$ cat src/rtl/fast_command_decoder.sv
// rtl/fast_command_decoder.sv - fast command link receiver: frame alignment with lock hysteresis, command decode, error count
// Hunts for the 110xxxx1 header on a fixed 8-bit phase, then decodes in-phase frames while locked.
module fast_command_decoder #(
  parameter int         LOCK_THRESH   = 8,
  parameter int         UNLOCK_THRESH = 4,
  parameter logic       INVERT        = 1'b0,
  parameter logic [3:0] IDLE_PAYLOAD  = 4'b0000
) (
  input  logic        clk,
  input  logic        reset,
  input  logic        fast_command_in,
  input  logic        err_count_clear,
  output logic        locked,
  output logic [2:0]  bit_phase,
  output logic        cmd_valid,
  output logic [3:0]  cmd,
  output logic        frame_valid,
  output logic        hdr_err,
  output logic [15:0] err_count
);
  typedef enum logic [1:0] {
    SEARCH = 2'd0,
    VERIFY = 2'd1,
    LOCKED = 2'd2
  } state_t;

  localparam logic [5:0] LOCK_N   = 6'(LOCK_THRESH);
  localparam logic [5:0] UNLOCK_N = 6'(UNLOCK_THRESH);

  state_t      state_q;
  logic [7:0]  sr_q;
  logic [2:0]  bit_ctr_q;
  logic [2:0]  lock_phase_q;
  logic [5:0]  lock_count_q;
  logic [5:0]  miss_count_q;
  logic        cmd_valid_q;
  logic        frame_valid_q;
  logic        hdr_err_q;
  logic [3:0]  cmd_q;
  logic [15:0] err_count_q;

  logic        b;
  logic        hm;
  logic        bnd;
  logic [3:0]  payload;
  logic [5:0]  lock_count_d;
  logic [5:0]  miss_count_d;
  logic [15:0] err_count_d;

  assign b            = fast_command_in ^ INVERT;
  assign hm           = (sr_q[7:5] == 3'b110) && sr_q[0];
  assign payload      = sr_q[4:1];
  assign bnd          = (bit_ctr_q == lock_phase_q);
  assign lock_count_d = lock_count_q + 6'd1;
  assign miss_count_d = miss_count_q + 6'd1;

  always_ff @(posedge clk) begin
    if (reset) begin
      state_q       <= SEARCH;
      sr_q          <= '0;
      bit_ctr_q     <= '0;
      lock_phase_q  <= '0;
      lock_count_q  <= '0;
      miss_count_q  <= '0;
      cmd_valid_q   <= 1'b0;
      frame_valid_q <= 1'b0;
      hdr_err_q     <= 1'b0;
      cmd_q         <= '0;
    end else begin
      sr_q          <= {sr_q[6:0], b};
      bit_ctr_q     <= bit_ctr_q + 3'd1;
      cmd_valid_q   <= 1'b0;
      frame_valid_q <= 1'b0;
      hdr_err_q     <= 1'b0;
      case (state_q)
        SEARCH: begin
          if (hm) begin
            lock_phase_q <= bit_ctr_q;
            lock_count_q <= 6'd1;
            state_q      <= VERIFY;
          end
        end
        VERIFY: begin
          if (bnd) begin
            if (hm) begin
              lock_count_q <= lock_count_d;
              if (lock_count_d == LOCK_N) begin
                state_q      <= LOCKED;
                miss_count_q <= '0;
              end
            end else begin
              lock_count_q <= '0;
              state_q      <= SEARCH;
            end
          end
        end
        LOCKED: begin
          // Off-phase matches are payload aliases and must not disturb alignment.
          if (bnd) begin
            frame_valid_q <= 1'b1;
            hdr_err_q     <= !hm;
            if (hm) begin
              miss_count_q <= '0;
              if (payload != IDLE_PAYLOAD) begin
                cmd_valid_q <= 1'b1;
                cmd_q       <= payload;
              end
            end else begin
              miss_count_q <= miss_count_d;
              if (miss_count_d == UNLOCK_N) begin
                state_q      <= SEARCH;
                lock_count_q <= '0;
              end
            end
          end
        end
        default: state_q <= SEARCH;
      endcase
    end
  end

  // Clear takes priority over a coincident increment.
  always_comb begin
    err_count_d = err_count_q;
    if (err_count_clear) begin
      err_count_d = '0;
    end else if (hdr_err_q && (err_count_q != 16'hFFFF)) begin
      err_count_d = err_count_q + 16'd1;
    end
  end

  always_ff @(posedge clk) begin
    if (reset) begin
      err_count_q <= '0;
    end else begin
      err_count_q <= err_count_d;
    end
  end

  assign locked      = (state_q == LOCKED);
  assign bit_phase   = lock_phase_q;
  assign cmd_valid   = cmd_valid_q;
  assign cmd         = cmd_q;
  assign frame_valid = frame_valid_q;
  assign hdr_err     = hdr_err_q;
  assign err_count   = err_count_q;

endmodule

$ cat config.mk
export PLATFORM = sky130hd
export DESIGN_NAME = fast_command_decoder
export DESIGN_NICKNAME = d
export VERILOG_FILES = /design/src/rtl/fast_command_decoder.sv
export SDC_FILE = /design/constraint.sdc
export NUM_CORES = 1
export LEC_CHECK = 0
export ABC_AREA = 0
export CELL_PAD_IN_SITES_DETAIL_PLACEMENT = 1
export CELL_PAD_IN_SITES_GLOBAL_PLACEMENT = 2
export CORE_MARGIN = 5
export CORE_UTILIZATION = 36
export DETAILED_ROUTE_END_ITERATION = 12
export GPL_TIMING_DRIVEN = 0
export PLACE_DENSITY_LB_ADDON = 0.1
export REMOVE_ABC_BUFFERS = 1
export SLEW_MARGIN = 5
export SYNTH_ARGS = -nofsm -noshare
export SYNTH_HDL_FRONTEND = slang
export SYNTH_SLANG_ARGS = --single-unit
$ cat constraint.sdc
create_clock -name clk -period 4.25 [get_ports clk]
set_clock_uncertainty 0.05 [all_clocks]
set_input_delay 0.6375 -clock clk [delete_from_list [all_inputs] [get_ports clk]]
set_output_delay 0.6375 -clock clk [all_outputs]
set_load 0.02 [all_outputs]
# ---- Word-level counts from Yosys, hierarchy flattened
# Index checks and enable logic that the tools add are counted.
dict set report word_totals {
  input_bits 4
  wordCells 72
  output_inout_bits 27
  regBits 51
}
dict set report classes {
  mux 23
  n_reduce_logical 16
  n_addsub 4
  n_bitwise 3
  eq_ne 15
}
# operator count
set ops {}
lappend ops {{$mux 6} 11}
lappend ops {{$pmux 6 s3} 1}
lappend ops {{$add 16x1->16 const B} 1}
lappend ops {{$ne 16x16->1 const B} 1}
lappend ops {{$mux 2} 7}
lappend ops {{$add 6x1->6 const B} 2}
lappend ops {{$pmux 6 s2} 1}
lappend ops {{$reduce_and 6->1} 2}
lappend ops {{$ne 2x2->1 const B} 5}
lappend ops {{$eq 6x3->1 const B} 1}
lappend ops {{$eq 6x4->1 const B} 1}
lappend ops {{$pmux 2 s3} 1}
lappend ops {{$reduce_and 5->1} 1}
lappend ops {{$ne 2x1->1 const B} 2}
lappend ops {{$reduce_and 4->1} 1}
lappend ops {{$reduce_bool 4->1} 1}
lappend ops {{$reduce_or 2->1} 2}
lappend ops {{$reduce_or 4->1} 1}
lappend ops {{$add 3x1->3 const B} 1}
lappend ops {{$eq 3x3->1} 1}
lappend ops {{$eq 3x3->1 const B} 1}
lappend ops {{$ne 3x3->1 const B} 1}
lappend ops {{$not 1->1} 3}
lappend ops {{$reduce_bool 3->1} 1}
lappend ops {{9 further kinds} 11}

# ---- Logic depth before layout (Yosys ltp)
# Gate-level depths: netlist of run 1.
dict set report depth {
  word_depth 6
  mapped_depth 8
}

# ---- Worst setup path after synthesis of run 1
# OpenSTA, ideal clock, no wires.
dict set report synth_path {
  path_type {register to register}
  start {register state_q[0]}
  end {register lock_count_q[4]}
  arrival_time_ps 2018
  required_time_ps 4130
  path_stages_with_launch 9
  setup_ps 70
  synth_period_minus_slack_ps 2139
  path_buffers 2
  setup_slack_ps 2111
  cell_sequence {dfxtp_1 > inv_1 > ha_1 > clkbuf_1 > mux2i_2 > o2111ai_2 > buf_6 > or4_1 > a21oi_1}
}
dict set report synth_via {
  elab_chain_cells 3
  elab_cells_between_ends 11
  classes_between {7 x eq/ne; 1 x mux; 3 x reduce/logical}
}
# item line
set synth_lines {}
lappend synth_lines {{from (decl)} 30} ;# state_t state_q;
lappend synth_lines {{from (signal assigned)} 59} ;# state_q <= SEARCH;
lappend synth_lines {{from (signal assigned)} 80} ;# state_q <= VERIFY;
lappend synth_lines {{from (signal assigned)} 88} ;# state_q <= LOCKED;
lappend synth_lines {{$eq 2x2->1 (*)} n/a}
lappend synth_lines {{via locked} 13} ;# output logic locked,
lappend synth_lines {{$ne 2x1->1 (no source line) (tied with other cells)} n/a}
lappend synth_lines {{$reduce_and 6->1 (no source line)} n/a}
lappend synth_lines {{to (signal assigned)} 86} ;# lock_count_q <= lock_count_d;
lappend synth_lines {{to (decl)} 34} ;# logic [5:0] lock_count_q;
# The timed path passes the listed nets; every way through them passes the cells marked *.
# A chain may end at the register's enable or synchronous reset.

# ---- Worst setup path after layout of run 1
dict set report layout_path {
  start {register state_q[0]}
  end {output port locked}
}
dict set report layout_via {
  elab_chain_cells 1
}
# item line
set layout_lines {}
lappend layout_lines {{$eq 2x2->1} 140} ;# assign locked = (state_q == LOCKED);
lappend layout_lines {{to (decl)} 13}
# Every way passes these cells.

==> run_results.csv, run 1 <==
group,metric,value,unit
clock_network,clk_path_buf_depth,2,
timing,min_period_over_period,60.92,%
final_layout,num-nets-final,301,
setup_path,crit_family,"buffers and inverters",
synthesis,synthSimpleGateAreaFrac,25.98,%
job,maxCapViolations,0,
floorplanning,num_io_pins,31,
placement,placed_cell_area,2698,um^2
synthesis,ys_dominant_reg_cell,"dfxtp_1",
global_routing,grt_start_max_net_pins,38,
setup_path,r2r_end,"lock_count_q[4]$_SDFFE_PP0P_",
drt,drtPass1Iterations,4,
power,power_density,305.4,nW/um^2
timing,fin_crit,2.589,ns
synthesis,synthArstFlopShare,0,%
timing,setup_viol,0,
setup_path,cp-start-kind,"flip-flop",
power,p_int,0.6382,mW
global_routing,antenna_found_initial,0,
worst_hold_path,min-delay-start,"sr_q[5]$_SDFF_PP0_",
floorplanning,coreArea,6386,um^2
setup_path,crit_chain,"inv_1 -> ha_1 -> clkdlybuf4s50_1",
synthesis,syn-instance-count,265,
drt,drc,0,
global_routing,grt_pass1_vias,1878,
clock_network,clkLatencyLatePin,0.31,ns
setup_path,r2r_cells,5,
clock_network,cts_setup_buffers,0,
power,ir_drop,0.1214,mV
clock_network,numCtsBuffers,5,
final_layout,stdcell_count,367,
synthesis,synth_compound_area_share,12.09,%
synthesis,synth_largest_area_cell,"dfxtp_1",
synthesis,synth_xor_area_share,7.022,%
final_layout,diodes,0,
placement,place_congestion,0.7452,
placement,portBuffers,30,
synthesis,synth_edf_count,0,
setup_path,rrSetupSlack,1.96,ns
placement,dpl.hpwl,3.770,mm
final_layout,utilization,43.79,%
final_layout,mostFrequentLayoutCells,"dfxtp_1 (51), nor2_1 (32), clkdlybuf4s50_1 (29)",
power,seqPwrFrac,57.5,%
setup_path,arrival,1.90,ns
synthesis,synthAdderAreaFrac,4.224,%
timing,max_slew_margin,55.57,%
timing,rsz0062_at_grt,"no",
drt,totalWireLength,5.306,mm
synthesis,synth_seq_area_share,43.08,%
clock_network,cts_resized,0,
synthesis,syn_area_per_cell,8.943,um^2
clock_network,htree_levels,2,
drt,vias,1938,
final_layout,layout.cells.most_common,"dfxtp_1",
setup_path,crit_buf_inv,2,
power,p_switching,0.2157,mW
setup_path,slowest_stage,"clkdlybuf4s50_1",
synthesis,yosys_warnings,0,
global_routing,grt_pass1_wl,8.894,mm
status,status,"finished, final reports clean",
final_layout,finalInstanceArea,2796,um^2
clock_network,clock-root-buffer,"clkbuf_8",
timing,hold_viol,0,
timing,timing.hold.ws,0.4250,ns
power,p_total,0.8540,mW
drt,wl_per_cell,14.46,um
synthesis,ys_ff_latch,51,
setup_path,critical_path_class,"flip-flop to primary output",
setup_path,r2r-start,"sr_q[5]$_SDFF_PP0_",
synthesis,yosysTopAreaCellShare,43.08,%
floorplanning,die-area,8306,um^2
timing,fin_ws,1.661,ns
timing,maxSlewViolCount,0,
power,power.clock.fraction,35.5,%
floorplanning,initial_core_util,37.11,%
power,cellLeakagePower,0.9767,nW
clock_network,cts_sinks,51,
final_layout,syn_to_final_growth,18.00,%
worst_hold_path,holdPathEnd,"sr_q[6]$_SDFF_PP0_",
global_routing,grt_overflow,0,
timing,worst_pin_slew,0.6664,ns
clock_network,tritoncts,"done",
worst_hold_path,hp-class,"flip-flop to flip-flop",
synthesis,synth_cell_types,42,
floorplanning,fp.dieH,91.14,um
synthesis,synth_top_family_by_area,"simple AND/OR/NAND/NOR gates",
clock_network,holdBufCountCts,0,
setup_path,slowest_delay,0.69,ns
placement,pre_cts_slack,1.943,ns
worst_hold_path,min_path_cells,1,
setup_path,crit_required,3.56,ns
power,combPwrFrac,7.0,%
placement,dp_cells,359,
global_routing,grtUsageTotal,12.80,%
timing,max_freq,386.3,MHz
floorplanning,rows,29,
synthesis,synth_mux_area_share,3.960,%
floorplanning,fp.dieW,91.14,um
power,swShare,25.26,%
drt,ant_nets,0,
clock_network,clk_pin_slew,0.10,ns
drt,drtIter0Drc,53,
timing,setup-tns-final,0,ns
synthesis,syn_area,2370,um^2
final_layout,drive_gt1_share,6.207,%
synthesis,synth_area_leaders,"dfxtp_1 (43%), nor2_1 (5.1%), ha_1 (4.2%)",
setup_path,cp_max_fo,11,
setup_path,cp-end-kind,"primary output",
drt,via_per_inst,5.281,
## cell type report
class / instances / area [um^2]
Clock buffer: 6 / 82.58
Sequential cell: 51 / 1021
Clock inverter: 2 / 16.27
Inverter: 6 / 22.52
Multi-Input combinational cell: 195 / 1262
Timing Repair Buffer: 30 / 295.3
Tap cell: 77 / 96.34
Fill cell: 757 / 3590
## sequential cells by signal, indices dropped and copies added (netlist names)
register,flops
miss_count_q,6
cmd,4
hdr_err,1
sr_q,8
bit_ctr_q,3
bit_phase,3
cmd_valid,1
err_count,16
state_q,2
lock_count_q,6
frame_valid,1
## worst max-delay path by stage
stage	startpoint	end	depth (start not counted)
after detailed placement	sr_q[5]$_SDFF_PP0_	lock_count_q[5]$_SDFFE_PP0P_	5
after global placement	reset	err_count[7]$_SDFFE_PP0P_	3
final	state_q[0]$_SDFFE_PP0P_	locked	3
after global routing	state_q[0]$_SDFFE_PP0P_	locked	3
after floorplan	state_q[0]$_SDFFE_PP0P_	lock_count_q[5]$_SDFFE_PP0P_	6
after CTS	state_q[0]$_SDFFE_PP0P_	locked	3
## cells in the mapped netlist (2+ instances only)
library cell / number
nand2b_1: 4
buf_6: 2
inv_1: 6
or3_1: 3
or2_2: 4
and3_1: 7
o21ai_0: 9
and4_1: 3
dfxtp_1: 51
o31ai_1: 4
mux2i_1: 8
nand3_1: 14
o211ai_1: 2
xnor2_1: 8
nand2_1: 15
nor2_1: 32
nand4_1: 4
clkbuf_1: 10
nor4_1: 3
nor2b_1: 12
xor2_1: 11
nand4b_1: 2
or4_1: 4
ha_1: 8
a21oi_1: 18
nor3_1: 2
a211oi_1: 4
## kinds of logic (layout without fill, tap and decap cells)
| logic type | after synthesis | after routing |
|---|---|---|
| AOI/OAI and AO/OA | 44 | 44 |
| xor gates and xnor gates | 19 | 19 |
| adders and majority gates | 8 | 8 |
| buffers and inverters | 19 | 44 |
| DFF | 51 | 51 |
| muxes | 9 | 9 |
| and+or+nand+nor | 115 | 115 |
## worst reg2reg max path, delay by kind of cell (launching register included)
kind               cells  cell delay (ns)
DFF                    1             0.32
muxes                  1             0.30
and+or+nand+nor        2             1.09
AOI/OAI and AO/OA      2             0.46
## routing by layer
layer / wire length (um) / track usage [%] / share of wire (%)
met4: 70 / 3.667 / 1.3
met1: 2586 / 15.29 / 49
met2: 2460 / 22.66 / 46
met3: 189 / 3.140 / 3.6
met5: 0 / 0 / 0
## power by group through the flow
stage / clock network (mW) / registers, mW / logic [mW]
after detailed placement: 0 / 0.502 / 0.0607
final: 0.303 / 0.491 / 0.0598
after CTS: 0.318 / 0.491 / 0.0611
after global placement: 0 / 0.502 / 0.0611
after global routing: 0.336 / 0.492 / 0.0669
after floorplan: 0 / 0.500 / 0.0407
No activity file was read; power rests on OpenSTA's default activity.
==> run 2: changes to the inputs <==
- CORE_UTILIZATION: 36 -> 33
- clock period: 4.25 -> 2.7 ns (I/O delays scaled with it)
==> run_results.csv, run 2 (synthesis results as in run 1) <==
group,metric,value,unit
power,power_density,502.6,nW/um^2
global_routing,grt_overflow,0,
setup_path,slowest_stage,"or4_1",
final_layout,syn_to_final_growth,19.96,%
global_routing,antenna_found_initial,0,
drt,wl_met3,171,um
drt,wl_per_cell,13.90,um
drt,dr.max_layer_used,"met4",
clock_network,numCtsBuffers,5,
power,combPwrFrac,6.5,%
final_layout,mostFrequentLayoutCells,"dfxtp_1 (51), nor2_1 (32), clkdlybuf4s50_1 (29)",
placement,portBuffers,30,
clock_network,cts_sinks,51,
setup_path,arrival,2.50,ns
setup_path,r2r_end,"lock_count_q[2]$_SDFFE_PP0P_",
timing,worst_pin_slew,0.6629,ns
drt,ant_nets,0,
setup_path,cp-end-kind,"flip-flop",
setup_path,crit_required,2.87,ns
global_routing,grt_pass1_wl,9.163,mm
clock_network,holdBufCountCts,0,
clock_network,tritoncts,"done",
drt,dr_wl_met2,2.518,mm
setup_path,slowest_delay,0.56,ns
clock_network,cts_setup_buffers,0,
status,status,"finished, final reports clean",
final_layout,stdcell_count,386,
timing,min_period_over_period,86.15,%
power,power.clock.fraction,39.5,%
power,p_int,1.100,mW
timing,hold_viol,0,
power,p_switching,0.3288,mW
global_routing,grt_pass1_vias,1911,
drt,drc,0,
setup_path,cp-start-kind,"flip-flop",
timing,maxSlewViolCount,0,
timing,setup_viol,0,
global_routing,grtUsageTotal,12.89,%
setup_path,critical_path_class,"flip-flop to flip-flop",
job,maxCapViolations,0,
floorplanning,fp.dieH,94.74,um
power,cellLeakagePower,0.9911,nW
drt,met1_length,2.620,mm
timing,max_freq,429.9,MHz
floorplanning,fp.dieW,94.74,um
global_routing,grt_start_max_net_pins,38,
drt,via_per_inst,4.979,
timing,setup-tns-final,0,ns
clock_network,clk_pin_slew,0.10,ns
clock_network,clock-root-buffer,"clkbuf_8",
floorplanning,rows,30,
timing,fin_crit,2.326,ns
floorplanning,initial_core_util,34.31,%
worst_hold_path,min-delay-start,"sr_q[5]$_SDFF_PP0_",
floorplanning,num_io_pins,31,
drt,drtIter0Drc,53,
worst_hold_path,min_path_cells,1,
timing,max_slew_margin,55.81,%
drt,vias,1922,
power,seqPwrFrac,54.1,%
final_layout,num-nets-final,301,
setup_path,cp_max_fo,11,
clock_network,clkLatencyLatePin,0.31,ns
setup_path,r2r_cells,5,
placement,dpl.hpwl,3.828,mm
setup_path,r2r-start,"sr_q[5]$_SDFF_PP0_",
drt,drtPass1Iterations,4,
clock_network,cts_resized,0,
setup_path,rrSetupSlack,0.37,ns
drt,totalWireLength,5.364,mm
final_layout,layout.cells.most_common,"dfxtp_1",
timing,rsz0062_at_grt,"no",
power,swShare,23.01,%
final_layout,drive_gt1_share,6.207,%
final_layout,diodes,0,
clock_network,htree_levels,2,
floorplanning,coreArea,6907,um^2
floorplanning,die-area,8976,um^2
worst_hold_path,hp-class,"flip-flop to flip-flop",
final_layout,largest_reg_flops,16,
setup_path,crit_chain,"and4b_1 -> mux2i_2 -> o2111ai_2 -> or4_1 -> a21oi_1",
power,ir_drop,0.2055,mV
worst_hold_path,holdPathEnd,"sr_q[6]$_SDFF_PP0_",
placement,place_congestion,0.7396,
placement,dp_cells,378,
clock_network,clk_path_buf_depth,2,
==> run 2: cell count changes in the layout (fill, tap and decap cells not counted) <==
| cell | previous run | this run |
|---|---|---|
| clkinvlp_4 | 1 | 0 |
| inv_6 | 0 | 1 |
| bufinv_16 | 0 | 1 |
| clkinv_4 | 1 | 0 |
==> run 2: worst max path at each step <==
| stage | cells past startpoint | slack, ns | endpoint | start |
|---|---|---|---|---|
| 2_1_floorplan | 6 | 0.68 | lock_count_q[5]$_SDFFE_PP0P_ | state_q[0]$_SDFFE_PP0P_ |
| 3_3_place_gp | 3 | 0.09 | err_count[9]$_SDFFE_PP0P_ | reset |
| 3_5_place_dp | 3 | 0.05 | err_count[13]$_SDFFE_PP0P_ | reset |
| 4_1_cts | 5 | 0.31 | lock_count_q[2]$_SDFFE_PP0P_ | sr_q[5]$_SDFF_PP0_ |
| 5_1_grt | 5 | 0.23 | lock_count_q[5]$_SDFFE_PP0P_ | sr_q[6]$_SDFF_PP0_ |
| 6_report | 5 | 0.37 | lock_count_q[2]$_SDFFE_PP0P_ | sr_q[5]$_SDFF_PP0_ |
==> run 2: layout make-up <==
class | count | area, um^2
clock inverters | 2 | 38.79
fillers | 846 | 4064
inverters | 6 | 22.52
multi-input cells | 195 | 1262
repair buffers | 30 | 295.3
clock buffers | 6 | 82.58
well taps | 96 | 120.1
flip-flops and latches | 51 | 1021
==> run 2: layer usage <==
metal	up-vias	track usage, %
li1	974	-
met1	918	16.45
met2	26	21.20
met3	4	3.187
met4	0	4.327
met5	-	0
==> run 2: metrics by stage <==
step	utilization [%]	hold WS (ns)	cell area, um^2	power (mW)	worst slack [ns]
after floorplan	-	0.3895	2306	0.8515	0.6822
after global placement	39.47	0.4075	2726	0.8861	0.08784
after detailed placement	39.47	0.4129	2726	0.8852	0.04820
after CTS	41.23	0.4285	2848	1.462	0.3054
after global routing	41.16	0.4420	2843	1.505	0.2318
final	41.16	0.4260	2843	1.429	0.3739
==> run 2: power groups by stage <==
stage               clock network (mW)  logic (mW)  registers (mW)
floorplan                            0      0.0640           0.787
global placement                     0      0.0957           0.790
detailed placement                   0      0.0952           0.790
CTS                              0.593      0.0956           0.773
global route                     0.624       0.105           0.775
finish                           0.564      0.0925           0.773
==> run 2: critical path, delay by kind of cell (launching register included) <==
kind,cells,cell delay [ns]
flops,1,0.32
mux,1,0.30
simple gates,2,1.07
compound gates,2,0.49
